<file path="src/rtl/grf_wb_if.sv">
// Bus bundle between the two writeback requesters, the GRF write port and the
// decode-stage hazard query for grf_wb_arbiter.
interface grf_wb_if #(
  parameter int CNT_W = 16
);
  logic             a_valid;
  logic             a_ready;
  logic [4:0]       a_addr;
  logic [31:0]      a_data;
  logic [31:0]      a_pc;
  logic             b_valid;
  logic             b_ready;
  logic [4:0]       b_addr;
  logic [31:0]      b_data;
  logic [31:0]      b_pc;
  logic             grf_we;
  logic [4:0]       grf_a3;
  logic [31:0]      grf_wd;
  logic [31:0]      grf_pc;
  logic [4:0]       rd_addr1;
  logic [4:0]       rd_addr2;
  logic             hazard1;
  logic             hazard2;
  logic [CNT_W-1:0] conflict_cnt;

  modport slave (
    input  a_valid, a_addr, a_data, a_pc,
    input  b_valid, b_addr, b_data, b_pc,
    input  rd_addr1, rd_addr2,
    output a_ready, b_ready,
    output grf_we, grf_a3, grf_wd, grf_pc,
    output hazard1, hazard2, conflict_cnt
  );

  modport master (
    output a_valid, a_addr, a_data, a_pc,
    output b_valid, b_addr, b_data, b_pc,
    output rd_addr1, rd_addr2,
    input  a_ready, b_ready,
    input  grf_we, grf_a3, grf_wd, grf_pc,
    input  hazard1, hazard2, conflict_cnt
  );
endinterface

</file>
<file path="src/rtl/grf_wb_arbiter.sv">
// Round-robin arbiter sharing the single GRF write port between the ALU/load
// writeback (A) and MDU completion (B), with RAW hazard flags for decode.
module grf_wb_arbiter #(
  parameter int CNT_W   = 16,
  parameter int START_B = 0
) (
  input  logic     CLK,
  input  logic     RESET,
  grf_wb_if.slave  bus
);

  typedef enum logic {PTR_A = 1'b0, PTR_B = 1'b1} ptr_t;

  localparam ptr_t PTR_RESET = (START_B != 0) ? PTR_B : PTR_A;

  ptr_t             ptr_reg, ptr_next;
  logic [CNT_W-1:0] cnt_reg, cnt_next;
  logic             we_reg, we_next;
  logic [4:0]       a3_reg;
  logic [31:0]      wd_reg, pc_reg;
  logic             grant_a, grant_b;
  logic [4:0]       sel_addr;
  logic [31:0]      sel_data, sel_pc;

  always_ff @(posedge CLK) begin
    if (RESET) begin
      ptr_reg <= PTR_RESET;
      cnt_reg <= '0;
      we_reg  <= 1'b0;
      a3_reg  <= 5'd0;
      wd_reg  <= 32'd0;
      pc_reg  <= 32'd0;
    end else begin
      ptr_reg <= ptr_next;
      cnt_reg <= cnt_next;
      we_reg  <= we_next;
      // $0 writes are swallowed: the visible A3/WD/PC keep the last real write.
      if (we_next) begin
        a3_reg <= sel_addr;
        wd_reg <= sel_data;
        pc_reg <= sel_pc;
      end
    end
  end

  always_comb begin
    ptr_next = ptr_reg;
    cnt_next = cnt_reg;
    grant_a  = 1'b0;
    grant_b  = 1'b0;
    sel_addr = bus.a_addr;
    sel_data = bus.a_data;
    sel_pc   = bus.a_pc;
    if (bus.a_valid && bus.b_valid) begin
      grant_a  = (ptr_reg == PTR_A);
      grant_b  = ~grant_a;
      ptr_next = grant_a ? PTR_B : PTR_A;
      if (cnt_reg != {CNT_W{1'b1}}) cnt_next = cnt_reg + CNT_W'(1);
    end else begin
      grant_a = bus.a_valid;
      grant_b = bus.b_valid;
    end
    if (grant_b) begin
      sel_addr = bus.b_addr;
      sel_data = bus.b_data;
      sel_pc   = bus.b_pc;
    end
    we_next = (grant_a || grant_b) && (sel_addr != 5'd0);
  end

  // Reset overrides everything, so nothing may be reported as accepted then.
  assign bus.a_ready      = grant_a & ~RESET;
  assign bus.b_ready      = grant_b & ~RESET;
  assign bus.grf_we       = we_reg;
  assign bus.grf_a3       = a3_reg;
  assign bus.grf_wd       = wd_reg;
  assign bus.grf_pc       = pc_reg;
  assign bus.conflict_cnt = cnt_reg;

  logic [4:0] rd_addr_arr [2];
  logic [1:0] hazard_vec;

  assign rd_addr_arr[0] = bus.rd_addr1;
  assign rd_addr_arr[1] = bus.rd_addr2;

  genvar gi;
  generate
    for (gi = 0; gi < 2; gi++) begin : g_hazard
      assign hazard_vec[gi] = (rd_addr_arr[gi] != 5'd0) &&
                              ((we_reg      && (a3_reg     == rd_addr_arr[gi])) ||
                               (bus.a_valid && (bus.a_addr == rd_addr_arr[gi])) ||
                               (bus.b_valid && (bus.b_addr == rd_addr_arr[gi])));
    end
  endgenerate

  assign bus.hazard1 = hazard_vec[0];
  assign bus.hazard2 = hazard_vec[1];

endmodule
</file>
<file path="src/flat_wrapper.sv">
// flat-port wrapper written by rule: the top's interface ports become plain ports
module grf_wb_arbiter_flat 
#(
  parameter int CNT_W   = 16,
  parameter int START_B = 0
)
  (CLK, RESET, bus_a_valid, bus_a_addr, bus_a_data, bus_a_pc, bus_b_valid, bus_b_addr, bus_b_data, bus_b_pc, bus_rd_addr1, bus_rd_addr2, bus_a_ready, bus_b_ready, bus_grf_we, bus_grf_a3, bus_grf_wd, bus_grf_pc, bus_hazard1, bus_hazard2, bus_conflict_cnt);
  grf_wb_if #(.CNT_W(CNT_W)) bus_i ();
  input  logic CLK;
  input  logic RESET;
  input wire logic [$bits(bus_i.a_valid)-1:0] bus_a_valid;
  input wire logic [$bits(bus_i.a_addr)-1:0] bus_a_addr;
  input wire logic [$bits(bus_i.a_data)-1:0] bus_a_data;
  input wire logic [$bits(bus_i.a_pc)-1:0] bus_a_pc;
  input wire logic [$bits(bus_i.b_valid)-1:0] bus_b_valid;
  input wire logic [$bits(bus_i.b_addr)-1:0] bus_b_addr;
  input wire logic [$bits(bus_i.b_data)-1:0] bus_b_data;
  input wire logic [$bits(bus_i.b_pc)-1:0] bus_b_pc;
  input wire logic [$bits(bus_i.rd_addr1)-1:0] bus_rd_addr1;
  input wire logic [$bits(bus_i.rd_addr2)-1:0] bus_rd_addr2;
  output wire logic [$bits(bus_i.a_ready)-1:0] bus_a_ready;
  output wire logic [$bits(bus_i.b_ready)-1:0] bus_b_ready;
  output wire logic [$bits(bus_i.grf_we)-1:0] bus_grf_we;
  output wire logic [$bits(bus_i.grf_a3)-1:0] bus_grf_a3;
  output wire logic [$bits(bus_i.grf_wd)-1:0] bus_grf_wd;
  output wire logic [$bits(bus_i.grf_pc)-1:0] bus_grf_pc;
  output wire logic [$bits(bus_i.hazard1)-1:0] bus_hazard1;
  output wire logic [$bits(bus_i.hazard2)-1:0] bus_hazard2;
  output wire logic [$bits(bus_i.conflict_cnt)-1:0] bus_conflict_cnt;
  assign bus_i.a_valid = bus_a_valid;
  assign bus_i.a_addr = bus_a_addr;
  assign bus_i.a_data = bus_a_data;
  assign bus_i.a_pc = bus_a_pc;
  assign bus_i.b_valid = bus_b_valid;
  assign bus_i.b_addr = bus_b_addr;
  assign bus_i.b_data = bus_b_data;
  assign bus_i.b_pc = bus_b_pc;
  assign bus_i.rd_addr1 = bus_rd_addr1;
  assign bus_i.rd_addr2 = bus_rd_addr2;
  assign bus_a_ready = bus_i.a_ready;
  assign bus_b_ready = bus_i.b_ready;
  assign bus_grf_we = bus_i.grf_we;
  assign bus_grf_a3 = bus_i.grf_a3;
  assign bus_grf_wd = bus_i.grf_wd;
  assign bus_grf_pc = bus_i.grf_pc;
  assign bus_hazard1 = bus_i.hazard1;
  assign bus_hazard2 = bus_i.hazard2;
  assign bus_conflict_cnt = bus_i.conflict_cnt;
  grf_wb_arbiter #(.CNT_W(CNT_W), .START_B(START_B)) u_core (.CLK(CLK), .RESET(RESET), .bus(bus_i));
endmodule
</file>
<file path="config.mk">
export PLATFORM = sky130hd
export DESIGN_NAME = grf_wb_arbiter_flat
export DESIGN_NICKNAME = d
export VERILOG_FILES = /design/src/rtl/grf_wb_if.sv /design/src/rtl/grf_wb_arbiter.sv /design/src/flat_wrapper.sv
export SDC_FILE = /design/constraint.sdc
export NUM_CORES = 1
export LEC_CHECK = 0
export ABC_AREA = 0
export CORE_ASPECT_RATIO = 1.4
export CORE_MARGIN = 5
export CORE_UTILIZATION = 40
export CTS_BUF_LIST = sky130_fd_sc_hd__clkbuf_4 sky130_fd_sc_hd__clkbuf_8 sky130_fd_sc_hd__clkbuf_16
export DETAILED_ROUTE_END_ITERATION = 12
export HOLD_SLACK_MARGIN = 0.12
export PLACE_DENSITY_LB_ADDON = 0.25
export SETUP_SLACK_MARGIN = 0.1
export SLEW_MARGIN = 20
export SYNTH_ARGS = -nofsm -noshare
export SYNTH_HDL_FRONTEND = slang
export SYNTH_SLANG_ARGS = --single-unit
</file>
<file path="constraint.sdc">
create_clock -name CLK -period 2.3 [get_ports CLK]
set_input_delay 0.23 -clock CLK [delete_from_list [all_inputs] [get_ports CLK]]
set_output_delay 0.23 -clock CLK [all_outputs]
set_load 0.005 [all_outputs]
</file>
==> flow_metrics.tcl, run 1 <==
set metrics [dict create \
    synth_edf_count 0 \
    clock_sink_count 87 \
    slew_headroom_pct 66.44 \
    layout.nets 916 \
    grt_antenna_before_repair 0 \
    worst_ep_arrival_time_ns 2.20 \
    run_status "completed" \
    cp_slowest_cell "or4_1" \
    final_max_slew_viol_count 0 \
    placeableCoreArea_um2 11280 \
    die_x_um 100.5 \
    holdCritStartpoint "RESET" \
    clk-insertion-delay-late_ns 0.34 \
    worstPathRequired_ns 2.50 \
    overflow 0 \
    grt_pass1_vias 4902 \
    vias 4810 \
    cts_buffer_depth 2 \
    detailroute.wirelength.met3_um 1297 \
    total_routing_usage_reported_by_global_routing_pct 22.30 \
    async_reset_ff_share_pct 0 \
    detail_route.wirelength.met1_um 5680 \
    hold_path_class "primary input to register" \
    cts_post_setup_buffers_inserted 0 \
    dominantRegCellSynth "dfxtp_1" \
    max_slew.worst_pin.slew_ns 0.4988 \
    worst_ir_drop_vdd_mv 0.3676 \
    cp_cell_sequence "clkdlybuf4s50_1, or4_1, o21ai_1, o21ai_4, buf_12, nor2_1, a311oi_2" \
    min_period_over_period_pct 86.88 \
    number_of_buffers_added_on_ports 241 \
    timing.critical_path.to_type "register" \
    synthesis.area_per_instance_um2 8.631 \
    netlist_top_cells_area "dfxtp_1 (38%), a311oi_2 (20%), nand2_1 (11%)" \
    fillCellCount 956 \
    number_of_buffers_inserted_by_hold_repair_at_cts 0 \
    most-common-layout-cells "clkdlybuf4s50_1 (226), nand2_1 (134), nor2_1 (87)" \
    critPathMaxStageDelay_ns 0.55 \
    power.leakage_nw 2.821 \
    timing.hold.worst_path_depth 2 \
    place.detailed.instances 896 \
    timing.hold.worst_endpoint "u_core.bus.grf_we" \
    cts_tree "yes" \
    worst_r2r_startpoint "u_core.bus.conflict_cnt[0]" \
    largest_net_degree_at_the_start_of_global_routing 67 \
    antenna_violating_nets_post_route 0 \
    dpl.hpwl_um 12190 \
    antenna_cells 0 \
    yosysTopAreaCellShare_pct 38.00 \
    period_needed_ns 1.998 \
    ctsHtreeMaxLevel 3 \
    cts_buffers 9 \
    yosys_warn_count 0 \
    grt_pass1_wl_um 24270 \
    rsz_0062_raised_after_global_routing "no" \
    root_buffer "clkbuf_16" \
    drc_violations 0 \
    worst_setup_sp_type "primary input" \
    detail_route.wl_per_cell_um 17.38 \
    path_clk_slew_ns 0.06 \
    fmax_ghz 0.5005 \
    synthDistinctLibCells 33 \
    max_cap_viol_count 0 \
    met2WireLength_um 7997 \
    dr.max_layer_used "met4" \
    post_drt_via_cell_ratio 5.274 \
    drtPass1Iterations 5 \
    r2r_cells 6 \
    power.density_nw_per_um2 572.1 \
    final_weighted_congestion_in_routability_driven_placement 0.9060 \
    timing.clock.skew_ns 0.009082 \
    netlist_area_um2 4583 \
    drive_above_1_share_pct 13.67 \
    first_iteration_detailed_routing_drc_count 176 \
    area.growth.synth_to_final_pct 63.14 \
    timing_hold_violations_final 0 \
    pin_count 242 \
    synth.largest_area_cell "dfxtp_1" \
    synthCells 531 \
    floorplan.die_area_um2 13730 \
    setup_viol 0 \
    postLayoutSetupSlackWorst_ns 0.3019 \
    postSynthRegisterBits 87 \
    critical_path_peak_fanout 40 \
    chipHeight_um 136.7 \
    mostFrequentLayoutCell "clkdlybuf4s50_1" \
    synthesis.nets 684 \
    post_layout_nonfiller_instances 912 \
    postRouteWirelength_um 15850 \
    dp_worst_setup_slack_ns -0.03952 \
    initial_utilization_pct 40.63 \
    r2r_slack_ns 0.35 \
    criticalPathCategory "primary input to register" \
    rows 46 \
    rr_endpoint "u_core.bus.conflict_cnt[1]" \
    synth.yosys.seq_area_share_pct 38.00 \
]
[routing by layer]
layer	vias up	GRT usage, %
met5	-	0
met4	0	12.06
met3	53	7.241
met2	198	39.31
met1	2223	23.22
li1	2336	-
[through the flow]
stage          instance area [µm²]  hold slack [ns]  power [W]  utilization, %  setup TNS (ns)
2_1_floorplan                 4583           0.3890   0.002264               -               0
3_3_place_gp                  7199           0.4852   0.002923           63.82         -0.4869
3_5_place_dp                  7199           0.4967   0.002948           63.82         -0.3985
4_1_cts                       7471           0.2749   0.004326           66.23               0
5_1_grt                       7477           0.2954   0.004475           66.28               0
6_report                      7477           0.2751   0.004278           66.28               0
[worst max-delay path by stage]
| stage | from | endpoint | slack, ns |
|---|---|---|---|
| finish | bus_a_addr[0] | u_core.bus.grf_wd[6] | 0.30 |
| global route | u_core.bus.conflict_cnt[0] | u_core.bus.conflict_cnt[1] | 0.18 |
| CTS | u_core.bus.grf_a3[2] | bus_hazard1 | 0.09 |
| detailed placement | bus_b_addr[2] | bus_hazard1 | -0.04 |
| global placement | bus_b_addr[3] | bus_hazard2 | -0.03 |
| floorplan | u_core.bus.conflict_cnt[0] | u_core.bus.conflict_cnt[11] | 0.63 |
[where the power goes]
| part | total, W | switching, W | internal [W] |
|---|---|---|---|
| Clock | 0.00138 | 0.000605 | 0.000772 |
| Sequential | 0.00172 | 0.0000823 | 0.00164 |
| Combinational | 0.00118 | 0.000504 | 0.000677 |
| Total | 0.00428 | 0.00119 | 0.00309 |
[worst max-delay path: cells and delay by family]
family                 cells  cell delay, ns
buffers and inverters      2            0.72
AO/OA/AOI/OAI              3            0.54
AND/OR/NAND/NOR            2            0.71
[final cells by class]
cell class	count	area, µm²	area share (%)
Inverter	2	7.507	0.1004
Clock inverter	5	33.78	0.4518
Tap cell	144	180.2	2.410
Multi-Input combinational cell	402	2658	35.54
Timing Repair Buffer	261	2609	34.89
Clock buffer	11	246.5	3.297
Sequential cell	87	1743	23.31
[synth_stat cells, types with 4 or more instances]
library cell / number
a311oi_1: 5
or4_1: 5
a311oi_2: 60
nor3_1: 6
nand3_1: 9
a222oi_1: 4
and4_1: 4
dfxtp_1: 87
buf_2: 6
nand4_1: 7
buf_6: 7
nor2_1: 87
a21oi_1: 7
nand2_1: 134
clkbuf_1: 27
or3_1: 4
xnor2_1: 10
xor2_1: 31
nor4_1: 7
[what timing repair did]
item                       4_1_cts  5_1_grt
cloned                           0        0
setup endpoints to repair        2        1
pin swaps                        3        3
gates resized for setup         15        2
[kinds of logic after synthesis]
logic type | synth area share, %
AO/OA/AOI/OAI | 24.13
XOR/XNOR | 7.835
adder cells (fa/ha/maj) | 0.2730
multiplexers | 0.2184
flip-flops | 38.00
AND/OR/NAND/NOR | 24.79
buffers and inverters | 4.750
Power figures use the tool's default switching activity.
==> inputs of run 2 (changes only) <==
--- a/config.mk
+++ b/config.mk
@@ -6,6 +6,7 @@
 export NUM_CORES = 1
 export LEC_CHECK = 0
 export ABC_AREA = 0
+export CAP_MARGIN = 20
 export CORE_ASPECT_RATIO = 1.4
 export CORE_MARGIN = 5
 export CORE_UTILIZATION = 40
==> results of run 2 <==
No change in the layout: final DEF, timing and power equal those of run 1.
==> inputs of run 3 (changes only) <==
--- a/config.mk
+++ b/config.mk
@@ -12,6 +12,7 @@
 export CORE_UTILIZATION = 40
 export CTS_BUF_LIST = sky130_fd_sc_hd__clkbuf_4 sky130_fd_sc_hd__clkbuf_8 sky130_fd_sc_hd__clkbuf_16
 export DETAILED_ROUTE_END_ITERATION = 12
+export GPL_TIMING_DRIVEN = 0
 export HOLD_SLACK_MARGIN = 0.12
 export PLACE_DENSITY_LB_ADDON = 0.25
 export SETUP_SLACK_MARGIN = 0.1
==> flow_metrics.tcl, run 3 (synthesis gave the netlist of run 1 again) <==
set metrics [dict create \
    most-common-layout-cells "clkdlybuf4s50_1 (219), nand2_1 (134), nor2_1 (87)" \
    worst_ep_arrival_time_ns 1.96 \
    detail_route.wl_per_cell_um 17.47 \
    p_comb_share_pct 27.3 \
    fmax_ghz 0.4576 \
    power.leakage_nw 2.857 \
    switching_share_pct 27.05 \
    post_drt_via_cell_ratio 5.299 \
    dp_worst_setup_slack_ns -0.2943 \
    postRouteWirelength_um 16230 \
    initial_utilization_pct 40.63 \
    total_routing_usage_reported_by_global_routing_pct 22.94 \
    clock_sink_count 87 \
    overflow 0 \
    die_x_um 100.5 \
    timing_hold_violations_final 0 \
    critical_path_peak_fanout 10 \
    number_of_buffers_added_on_ports 240 \
    grt_pass1_wl_um 25010 \
    worst_setup_sp_type "primary input" \
    largest_net_degree_at_the_start_of_global_routing 20 \
    root_buffer "clkbuf_16" \
    floorplan.die_area_um2 13730 \
    drtPass1Iterations 5 \
    timing.clock.skew_ns 0.006232 \
    dpl.hpwl_um 12950 \
    final_core_util_pct 66.16 \
    rsz_0062_raised_after_global_routing "yes" \
    setup_viol 0 \
    path_clk_slew_ns 0.06 \
    power_frac_seq_pct 39.8 \
    power.density_nw_per_um2 580.4 \
    drc_violations 0 \
    cts_post_setup_buffers_inserted 0 \
    max_slew.worst_pin.slew_ns 0.7337 \
    max_cap_viol_count 0 \
    period_needed_ns 2.185 \
    r2r_slack_ns 0.32 \
    clk-insertion-delay-late_ns 0.33 \
    grt_antenna_before_repair 0 \
    area.growth.synth_to_final_pct 62.84 \
    min_period_over_period_pct 95.01 \
    layout.cell_area.non_filler_um2 7463 \
    fin_hold_ws_ns 0.3810 \
    internal-power_w 0.003160 \
    criticalPathCategory "primary input to primary output" \
    chipHeight_um 136.7 \
    vias 4923 \
    final_max_slew_viol_count 0 \
    slew_headroom_pct 51.08 \
    worstPathRequired_ns 2.07 \
    total_switching_power_w 0.001172 \
    mostFrequentLayoutCell "clkdlybuf4s50_1" \
    cts_tree "yes" \
    cts_buffer_depth 2 \
    p_clk_share_pct 32.9 \
    timing.critical_path.to_type "primary output" \
    worst_ir_drop_vdd_mv 0.3405 \
    drive_above_1_share_pct 12.61 \
    hold_path_class "primary input to register" \
    antenna_cells 0 \
    number_of_buffers_inserted_by_hold_repair_at_cts 0 \
    pin_count 242 \
    setup_tns_ns 0 \
    layout.nets 934 \
    antenna_violating_nets_post_route 0 \
    final_weighted_congestion_in_routability_driven_placement 0.8871 \
    rows 46 \
    grt_pass1_vias 5053 \
    postLayoutSetupSlackWorst_ns 0.1147 \
    first_iteration_detailed_routing_drc_count 200 \
    cts_buffers 9 \
    postPlaceCellArea_um2 7166 \
    placeableCoreArea_um2 11280 \
    run_status "completed" \
    ctsHtreeMaxLevel 3 \
]
## run 3: cell types whose count changed in the layout (fill, tap and decap cells not counted), moves of 3 or more
cell / change
buf_6: +7
clkbuf_2: +4
buf_2: +6
buf_4: -16
clkbuf_1: +21
clkdlybuf4s50_1: -7
buf_12: -5
dlymetal6s2s_1: +4
dlygate4sd2_1: +3
## run 3: power by group through the flow
stage          Sequential (W)  Combinational [W]  Clock, W
2_1_floorplan         0.00175           0.000511         0
3_5_place_dp          0.00175            0.00119         0
5_1_grt               0.00174            0.00127   0.00152
4_1_cts               0.00172            0.00119   0.00146
3_3_place_gp          0.00175            0.00117         0
6_report              0.00172            0.00118   0.00143
## run 3: layout make-up
| cell class | count | area (µm²) |
|---|---|---|
| fill | 970 | 3817 |
| clock buffer | 11 | 240.2 |
| buffer | 39 | 215.2 |
| inverter | 2 | 7.507 |
| timing repair buffer | 240 | 2395 |
| multi-input combinational | 402 | 2634 |
| sequential | 87 | 1744 |
| clock inverter | 4 | 47.55 |
| tap | 144 | 180.2 |
## run 3: worst max-delay path, stage by stage
cell and delay (ns):
clkdlybuf4s50_1 0.60, inv_1 0.12, o21ai_2 0.23, clkbuf_4 0.27, nor2_1 0.05, clkdlybuf4s50_1 0.45
## run 3: timing repair
item,in CTS,in global routing
gates resized for setup,21,13
endpoints found under the setup margin,9,11
pin swaps,2,1
## run 3: per-stage QoR
stage | total power [W] | cells
2_1_floorplan | 0.002264 | 531
3_3_place_gp | 0.002923 | 915
3_5_place_dp | 0.002946 | 915
4_1_cts | 0.004376 | 929
5_1_grt | 0.004530 | 929
6_report | 0.004332 | 929
## run 3: worst paths after layout
check	from	end	depth (start not counted)
hold reg to reg	u_core.bus.grf_wd[0]	u_core.bus.grf_wd[0]	2
hold / removal	bus_b_addr[2]	u_core.bus.grf_a3[2]	3
setup / recovery	bus_a_valid	bus_b_ready	6
setup reg to reg	u_core.bus.conflict_cnt[0]	u_core.bus.conflict_cnt[1]	6
## run 3: metal layers
layer	up-vias	routed length (µm)	track usage (%)
met5	-	0	0
met4	0	569	10.41
met3	37	1475	8.159
met2	204	8337	41.63
met1	2301	5847	23.24
li1	2381	-	-
